### src/rtl/cr16_psr_pkg.sv
// Shared CR16 definitions: status bit positions, ALU opcodes and condition codes.
// Used by the ALU, the decoder and the status register.
package cr16_psr_pkg;

  localparam int unsigned FlagW = 5;

  // Status / flag bit positions
  localparam int unsigned FlagC = 0;
  localparam int unsigned FlagL = 1;
  localparam int unsigned FlagF = 2;
  localparam int unsigned FlagZ = 3;
  localparam int unsigned FlagN = 4;

  // ALU opcodes; 14 and 15 are reserved and never write flags
  localparam logic [3:0] OpAdd   = 4'd0;
  localparam logic [3:0] OpAddu  = 4'd1;
  localparam logic [3:0] OpAddc  = 4'd2;
  localparam logic [3:0] OpAddcu = 4'd3;
  localparam logic [3:0] OpSub   = 4'd4;
  localparam logic [3:0] OpSubu  = 4'd5;
  localparam logic [3:0] OpAnd   = 4'd6;
  localparam logic [3:0] OpOr    = 4'd7;
  localparam logic [3:0] OpXor   = 4'd8;
  localparam logic [3:0] OpNot   = 4'd9;
  localparam logic [3:0] OpMul   = 4'd10;
  localparam logic [3:0] OpLsh   = 4'd11;
  localparam logic [3:0] OpRsh   = 4'd12;
  localparam logic [3:0] OpArsh  = 4'd13;

  typedef enum logic [3:0] {
    CondEq = 4'd0,
    CondNe = 4'd1,
    CondCs = 4'd2,
    CondCc = 4'd3,
    CondHi = 4'd4,
    CondLs = 4'd5,
    CondGt = 4'd6,
    CondLe = 4'd7,
    CondFs = 4'd8,
    CondFc = 4'd9,
    CondLo = 4'd10,
    CondHs = 4'd11,
    CondLt = 4'd12,
    CondGe = 4'd13,
    CondUc = 4'd14,
    CondNv = 4'd15
  } cond_e;

  // Which flag bits an opcode is allowed to write.
  function automatic logic [FlagW-1:0] update_mask(input logic [3:0] op);
    logic [FlagW-1:0] mask;
    mask = '0;
    if (op <= OpSubu) begin
      mask = '1;
    end else if (op <= OpArsh) begin
      mask[FlagZ] = 1'b1;
      mask[FlagN] = 1'b1;
    end
    return mask;
  endfunction

endpackage

### src/rtl/cr16_cond_eval.sv
// Combinational CR16 condition evaluation against the architectural flags.
module cr16_cond_eval
  import cr16_psr_pkg::*;
(
  input  logic [FlagW-1:0] flags_i,
  input  logic [3:0]       cond_i,
  output logic             true_o
);

  logic c, l, f, z, n;

  assign c = flags_i[FlagC];
  assign l = flags_i[FlagL];
  assign f = flags_i[FlagF];
  assign z = flags_i[FlagZ];
  assign n = flags_i[FlagN];

  always_comb begin
    true_o = 1'b0;
    unique case (cond_e'(cond_i))
      CondEq: true_o = z;
      CondNe: true_o = !z;
      CondCs: true_o = c;
      CondCc: true_o = !c;
      CondHi: true_o = l;
      CondLs: true_o = !l;
      CondGt: true_o = n;
      CondLe: true_o = !n;
      CondFs: true_o = f;
      CondFc: true_o = !f;
      CondLo: true_o = !l && !z;
      CondHs: true_o = l || z;
      CondLt: true_o = !n && !z;
      CondGe: true_o = n || z;
      CondUc: true_o = 1'b1;
      CondNv: true_o = 1'b0;
      default: true_o = 1'b0;
    endcase
  end

endmodule

### src/rtl/cr16_psr.sv
// CR16 processor status register: masked flag capture from the ALU, condition
// evaluation, and a LIFO shadow stack for saving flags around calls/interrupts.
module cr16_psr
  import cr16_psr_pkg::*;
#(
  parameter int unsigned DEPTH = 4,
  localparam int unsigned DepthW = $clog2(DEPTH + 1)
) (
  input  logic              I_CLK,
  input  logic              I_NRESET,
  input  logic              I_ENABLE,
  input  logic [3:0]        I_OPCODE,
  input  logic [FlagW-1:0]  I_STATUS,
  input  logic              I_UPDATE,
  input  logic [3:0]        I_COND,
  input  logic              I_SAVE,
  input  logic              I_RESTORE,
  input  logic              I_CLEAR_ERR,
  output logic [FlagW-1:0]  O_FLAGS,
  output logic              O_COND_TRUE,
  output logic [DepthW-1:0] O_DEPTH,
  output logic              O_FULL,
  output logic              O_EMPTY,
  output logic              O_ERR
);

  logic [FlagW-1:0]  flags_q, flags_d;
  logic [DepthW-1:0] depth_q, depth_d;
  logic              err_q, err_d;
  logic [FlagW-1:0]  stack_q [DEPTH];
  logic [FlagW-1:0]  top_flags;
  logic [FlagW-1:0]  mask;

  logic full, empty;
  logic push_req, pop_req, push_ok, pop_ok, err_set;

  assign full  = (depth_q == DepthW'(DEPTH));
  assign empty = (depth_q == '0);

  assign push_req = I_ENABLE && I_SAVE;
  assign pop_req  = I_ENABLE && I_RESTORE;

  // Simultaneous save and restore is ambiguous; drop both and flag it.
  assign push_ok = push_req && !pop_req && !full;
  assign pop_ok  = pop_req && !push_req && !empty;
  assign err_set = (push_req && pop_req) ||
                   (push_req && full) ||
                   (pop_req && empty);

  assign mask = update_mask(I_OPCODE);

  always_comb begin
    top_flags = '0;
    for (int unsigned i = 0; i < DEPTH; i++) begin
      if (depth_q == DepthW'(i + 1)) begin
        top_flags = stack_q[i];
      end
    end
  end

  always_comb begin
    flags_d = flags_q;
    if (pop_ok) begin
      flags_d = top_flags;
    end else if (I_ENABLE && I_UPDATE) begin
      flags_d = (I_STATUS & mask) | (flags_q & ~mask);
    end
  end

  always_comb begin
    depth_d = depth_q;
    if (push_ok) begin
      depth_d = depth_q + DepthW'(1);
    end else if (pop_ok) begin
      depth_d = depth_q - DepthW'(1);
    end
  end

  always_comb begin
    err_d = err_q;
    if (err_set) begin
      err_d = 1'b1;
    end else if (I_ENABLE && I_CLEAR_ERR) begin
      err_d = 1'b0;
    end
  end

  always_ff @(posedge I_CLK or negedge I_NRESET) begin
    if (!I_NRESET) begin
      flags_q <= '0;
      depth_q <= '0;
      err_q   <= 1'b0;
    end else begin
      flags_q <= flags_d;
      depth_q <= depth_d;
      err_q   <= err_d;
    end
  end

  // Stack contents need no reset; only the depth counter qualifies them.
  always_ff @(posedge I_CLK) begin
    for (int unsigned i = 0; i < DEPTH; i++) begin
      if (push_ok && (depth_q == DepthW'(i))) begin
        stack_q[i] <= flags_q;
      end
    end
  end

  cr16_cond_eval u_cond_eval (
    .flags_i (flags_q),
    .cond_i  (I_COND),
    .true_o  (O_COND_TRUE)
  );

  assign O_FLAGS = flags_q;
  assign O_DEPTH = depth_q;
  assign O_FULL  = full;
  assign O_EMPTY = empty;
  assign O_ERR   = err_q;

endmodule
### config.mk
export PLATFORM = sky130hd
export DESIGN_NAME = cr16_psr
export DESIGN_NICKNAME = d
export VERILOG_FILES = /design/src/rtl/cr16_psr_pkg.sv /design/src/rtl/cr16_cond_eval.sv /design/src/rtl/cr16_psr.sv
export SDC_FILE = /design/constraint.sdc
export NUM_CORES = 1
export LEC_CHECK = 0
export ABC_AREA = 1
export BUFFER_PORTS_ARGS = -buffer_cell sky130_fd_sc_hd__buf_2
export CORE_MARGIN = 8
export CORE_UTILIZATION = 59
export DETAILED_ROUTE_END_ITERATION = 10
export PLACE_DENSITY = 0.87
export SYNTH_ARGS = -nofsm -noshare
export SYNTH_HDL_FRONTEND = slang
export SYNTH_HIERARCHICAL = 1
export SYNTH_SLANG_ARGS = --single-unit
### constraint.sdc
create_clock -name I_CLK -period 5.4 [get_ports I_CLK]
set_clock_uncertainty 0.2 [all_clocks]
set_input_delay 0.81 -clock I_CLK [delete_from_list [all_inputs] [get_ports I_CLK]]
set_output_delay 0.81 -clock I_CLK [all_outputs]
set_load 0.005 [all_outputs]
==> summary.md, run 1 <==
| Metric | Value |
|---|---|
| Final HPWL DP | `2840 µm` |
| Diodes inserted | `0` |
| Final min period | `2.75 ns` |
| Sequential area share after synthesis | `48.7%` |
| Longest Clk Path Bufs | `2` |
| Initial Util | `62.0%` |
| Most Frequent Cell on Critical Path | `nor2_1` |
| Sink Count | `29` |
| Mapped cell area | `0.00169 mm²` |
| Final Max Slew Viols | `0` |
| Delay of the slowest cell on the worst path | `0.27 ns` |
| Share of layout cells above drive strength 1 | `19.4%` |
| Vias in the first global route | `1,405` |
| RD Place Congestion | `0.845` |
| Synth cell types | `24` |
| Combinational share of power | `37.5%` |
| IO buf count | `30` |
| Total CTS buffers | `5` |
| Pre-CTS WS | `2.65 ns` |
| CP cell instances | `buf_2, nor2_1, nand3_1, nand2_1, nor2_1, nand3_1, nor2_1, nor2_1, buf_2` |
| Via/cell ratio | `5.12` |
| Yosys warning count | `6` |
| Worst Setup Path Type | `input pin to output pin` |
| Net total in the final layout | `273` |
| Hold WC Path Type | `input pin to asynchronous set/reset pin` |
| DR pass1 iterations | `4` |
| CTS tree | `done` |
| RSZ-0062 raised after global routing | `no` |
| Final wirelength | `3640 µm` |
| Commonest non-fill, non-tap cell in the layout | `nand2_1` |
| Avg WL per Cell | `13.1 µm` |
| P_sw | `0.315 mW` |
| Final worst slack | `2.65 ns` |
| Max_slew headroom | `51.1%` |
| Synth Area per Inst | `7.95 µm²` |
| Vias | `1,428` |
| Total power | `0.801 mW` |
| Num rows | `19` |
| Arr. time, crit path | `1.74 ns` |
| Fin crit share | `51.0%` |
| Hold Fails Final Rpt | `0` |
| GRT Total Usage | `15.4%` |
| Largest net degree at the start of global routing | `17` |
| Root Driver | `clkbuf_4` |
| Leakage power | `1.01 nW` |
| CP startpoint kind | `input pin` |
| Sequential power share | `44.0%` |
| Antenna violations before repair | `0` |
| Area Overhead vs Synth | `13.5%` |
| Setup TNS | `0 ns` |
| Clock network power share | `18.4%` |
| WP data required | `4.39 ns` |
| Final ANT Viol Nets | `0` |
| Die Area | `0.00484 mm²` |
| Remaining DRCs | `0` |
| Filler cells | `210` |
| Status | `finished, final reports clean` |
| Die width | `69.6 µm` |
| Post-CTS Setup Inserts | `0` |
| Max Fclk | `363 MHz` |
| Crit path max-delay family | `simple AND/OR/NAND/NOR gates` |
| Clk_lat worst skew | `0.32 ns` |
| Clock-pin slew on the worst setup and hold paths | `0.10 ns` |
| Flops & latches, synth | `29` |
| Critical path endpoint category | `output pin` |
| Internal | `0.486 mW` |
| Crit path buf inv count | `2` |
| Tightest Pin Transition | `0.728 ns` |
| Worst vdd ir | `0.000348 V` |
| Cts repair resizes | `0` |
| Switching share of power | `39.3%` |
| Syn Nets | `239` |
| Largest area contributor in the netlist | `edfxtp_1` |
| Initial DRC Count | `97` |
| GRT Residual Overflow | `0` |
| Vert. Die Dim | `69.6 µm` |
| Cells after synthesis | `213` |
| Synth area leaders | `edfxtp_1, nand2_1, dfrtp_1, nor2_1, inv_1` |
| Core ar. | `0.00273 mm²` |
| Final setup viols | `0` |
| Htree depth | `2` |
| Crit-path max FO | `5` |
| Total of max-cap violations | `0` |
| Pwr dens | `416 mW/mm²` |
| Top-Level Pins | `32` |
| CTS Hold Bufs | `0` |
| First-pass GRT wire length | `6180 µm` |
| Yosys top cell area share | `35.5%` |
| Most frequent cells in the layout | `nand2_1, nor2_1, buf_2` |
| CP max-delay cell | `nor2_1` |
cell type report:
cell class	instances	area (µm²)	share of cell area, %
tap	31	38.8	2.02
inverter	30	115	5.99
clock buffer	7	65.1	3.38
clock inverter	1	5.00	0.260
multi-input combinational	151	723	37.6
sequential	29	826	42.9
timing repair buffer	30	150	7.81
path summary, 6_finish.rpt:
kind | startpoint | to | slack (ns) | depth (start not counted)
worst min register to register | O_ERR | O_ERR | 0.31 | 2
max in group asynchronous | I_NRESET | asynchronous set/reset pin | 4.68 | 1
worst min-delay path | I_NRESET | O_DEPTH[2] | 0.13 | 1
min in group I_CLK | O_ERR | O_ERR | 0.31 | 2
worst max-delay path | I_COND[1] | O_COND_TRUE | 2.65 | 9
worst max register to register | O_DEPTH[0] | stack_q[1][4] | 2.79 | 5
cell usage after synthesis:
| cell | n |
|---|---|
| nand2_1 | 72 |
| xor2_1 | 1 |
| ha_1 | 6 |
| inv_2 | 1 |
| xnor2_1 | 1 |
| dfrtp_1 | 9 |
| buf_4 | 1 |
| nand2_4 | 1 |
| o21ai_0 | 8 |
| nand4_4 | 1 |
| nor2_1 | 32 |
| o221ai_1 | 1 |
| nor2_4 | 1 |
| inv_1 | 28 |
| edfxtp_1 | 20 |
| inv_4 | 1 |
| nand2_2 | 1 |
| nand3b_1 | 1 |
| nor3_1 | 2 |
| nor2_2 | 3 |
| a21oi_1 | 6 |
| buf_6 | 2 |
| nand3_1 | 13 |
| nand3_2 | 1 |
cells by family after synthesis:
family                     Yosys count  share of synthesized area, %
adders and majority gates            6                          4.43
AOI/OAI and AO/OA                   15                          4.65
xor gates and xnor gates             2                          1.03
and+or+nand+nor                    128                          32.6
buffers and inverters               33                          8.57
DFF                                 29                          48.7
metal layers:
metal | GRT usage (%) | wire, µm | vias to the layer above
met5 | 0 | 0 | -
met4 | 6.83 | 66 | 0
met3 | 3.00 | 120 | 8
met2 | 25.6 | 1810 | 42
met1 | 18.6 | 1650 | 637
li1 | - | - | 741
through the flow:
step	instances	utilization, %	hold slack [ns]	cell area, µm²
2_1_floorplan	213	-	0.271	1690
3_3_place_gp	271	67.8	0.258	1850
3_5_place_dp	271	67.8	0.285	1850
4_1_cts	279	70.3	0.125	1920
5_1_grt	279	70.3	0.118	1920
6_report	279	70.3	0.127	1920
power groups by stage:
stage | logic [mW] | registers, mW | clock network [mW]
4_1_cts | 0.302 | 0.352 | 0.151
6_report | 0.300 | 0.353 | 0.148
2_1_floorplan | 0.225 | 0.335 | 0
3_5_place_dp | 0.302 | 0.357 | 0
5_1_grt | 0.349 | 0.359 | 0.162
3_3_place_gp | 0.293 | 0.354 | 0
Note: power is estimated with default switching activity, not from simulation.
==> inputs of run 2 (changes only) <==
Settings changed: CORE_UTILIZATION 59 to 49, PLACE_DENSITY 0.87 to 0.78.
Clock period 5.4 ns to 2.5 ns, I/O delays scaled along.
==> summary.md, run 2 (synthesized netlist as in run 1, its figures left out) <==
| Metric | Value |
|---|---|
| Hold WC Path Type | `input pin to flip-flop` |
| Most frequent cells in the layout | `nand2_1, nor2_1, buf_2` |
| GRT Residual Overflow | `0` |
| Clock-pin slew on the worst setup and hold paths | `0.09 ns` |
| Longest Clk Path Bufs | `2` |
| Worst R2R Setup Slack | `0.43 ns` |
| Core ar. | `0.00334 mm²` |
| GRT Total Usage | `14.7%` |
| Fin crit share | `87.0%` |
| RSZ-0062 raised after global routing | `no` |
| Total of max-cap violations | `0` |
| RD Place Congestion | `0.834` |
| Met2 Use GR | `24.0%` |
| Max_slew headroom | `66.8%` |
| CP max-delay cell | `dfrtp_1` |
| Pwr dens | `915 mW/mm²` |
| Htree depth | `2` |
| Max Fclk | `460 MHz` |
| Commonest non-fill, non-tap cell in the layout | `nand2_1` |
| Leakage power | `1.04 nW` |
| CP cell instances | `inv_1, ha_1, nand2_1, buf_4, inv_1, buf_2` |
| Antenna violations before repair | `0` |
| Final HPWL DP | `2760 µm` |
| Num rows | `21` |
| Final ANT Viol Nets | `0` |
| Crit path buf inv count | `4` |
| Arr. time, crit path | `1.60 ns` |
| Met1 usage | `18.0%` |
| Avg WL per Cell | `12.0 µm` |
| Via/cell ratio | `4.78` |
| Total power | `1.83 mW` |
| Setup TNS | `0 ns` |
| M3 GR Usage | `2.40%` |
| IO buf count | `30` |
| Worst Setup Path Type | `flip-flop to output pin` |
| Final wirelength | `3600 µm` |
| Die Area | `0.00560 mm²` |
| Vias | `1,430` |
| Die width | `74.8 µm` |
| First-pass GRT wire length | `6230 µm` |
| Delay of the slowest cell on the worst path | `0.44 ns` |
| Vert. Die Dim | `74.8 µm` |
| Final Max Slew Viols | `0` |
| Area Overhead vs Synth | `17.9%` |
| Clk_lat worst skew | `0.32 ns` |
| Largest net degree at the start of global routing | `17` |
| Root Driver | `clkbuf_4` |
| DR pass1 iterations | `4` |
| Critical path endpoint category | `output pin` |
| Sink Count | `29` |
| Net total in the final layout | `278` |
| GR peak layer | `met2` |
| Final setup viols | `0` |
| Status | `finished, final reports clean` |
| Total CTS buffers | `5` |
| Vias in the first global route | `1,424` |
| Tightest Pin Transition | `0.496 ns` |
| Post-CTS Setup Inserts | `0` |
| Worst vdd ir | `0.000480 V` |
| Diodes inserted | `0` |
| Remaining DRCs | `0` |
| Final min period | `2.18 ns` |
| Top-Level Pins | `32` |
| Initial DRC Count | `81` |
| CP startpoint kind | `flip-flop` |
| WP data required | `1.92 ns` |
| CTS tree | `done` |
| Crit-path max FO | `12` |
| Hold Fails Final Rpt | `0` |
| Most Frequent Cell on Critical Path | `inv_1` |
| Share of layout cells above drive strength 1 | `20.2%` |
| Crit path max-delay family | `buffers and inverters` |
| Initial Util | `50.8%` |
[run 2: changes by cell type in the layout (fill, tap and decap cells not counted)]
cell	delta
buf_4	+4
bufinv_16	+1
clkbuf_1	+1
clkbuf_8	-1
dlygate4sd3_1	+1
clkinv_2	-1
[run 2: tightest hold or removal path, stage by stage]
cell and delay (ns):
buf_2 0.07, nand2_1 0.04, nand2_1 0.05, nand2_1 0.04
[run 2: final cells by class]
class,instances,area [µm²]
Clock buffer,7,55.1
Timing Repair Buffer,35,190
Fill cell,332,1340
Multi-Input combinational cell,151,723
Sequential cell,29,826
Clock inverter,1,30.0
Tap cell,46,57.6
Inverter,30,115
[run 2: what timing repair did]
action                    in CTS  in global routing
hold endpoints to repair       9                  0
resized for setup              0                  0
hold buffers                   1                  0
[run 2: path summary, 6_finish.rpt]
kind / startpoint / to / cells past startpoint
min in group asynchronous: I_NRESET / O_DEPTH[2] / 2
worst min-delay path: I_CLEAR_ERR / O_ERR / 4
worst max-delay path: O_DEPTH[0] / O_FULL / 6
worst max register to register: O_DEPTH[0] / stack_q[3][3] / 5
worst min register to register: O_ERR / O_ERR / 2
max in group asynchronous: I_NRESET / O_DEPTH[1] / 2
[run 2: per-layer routing]
| layer | wire (µm) | part of all wire, % |
|---|---|---|
| met2 | 1800 | 50 |
| met3 | 148 | 4.1 |
| met5 | 0 | 0 |
| met1 | 1600 | 44 |
| met4 | 57 | 1.6 |
[run 2: report_power, final]
| part | switching, mW | total, mW | internal, mW |
|---|---|---|---|
| clock network | 0.161 | 0.400 | 0.239 |
| logic | 0.410 | 0.681 | 0.271 |
| registers | 0.112 | 0.746 | 0.634 |
| total | 0.683 | 1.83 | 1.14 |
[run 2: stage by stage]
step / setup WS [ns] / hold slack (ns) / std cells / utilization (%) / area (µm²)
finish: 0.324 / 0.0924 / 299 / 59.8 / 2000
global route: 0.187 / 0.0984 / 299 / 59.8 / 2000
CTS: 0.295 / 0.0797 / 299 / 59.8 / 2000
detailed placement: 0.429 / 0.0474 / 290 / 57.0 / 1900
global placement: 0.490 / 0.0453 / 290 / 57.0 / 1900
floorplan: 0.484 / -0.121 / 213 / - / 1690
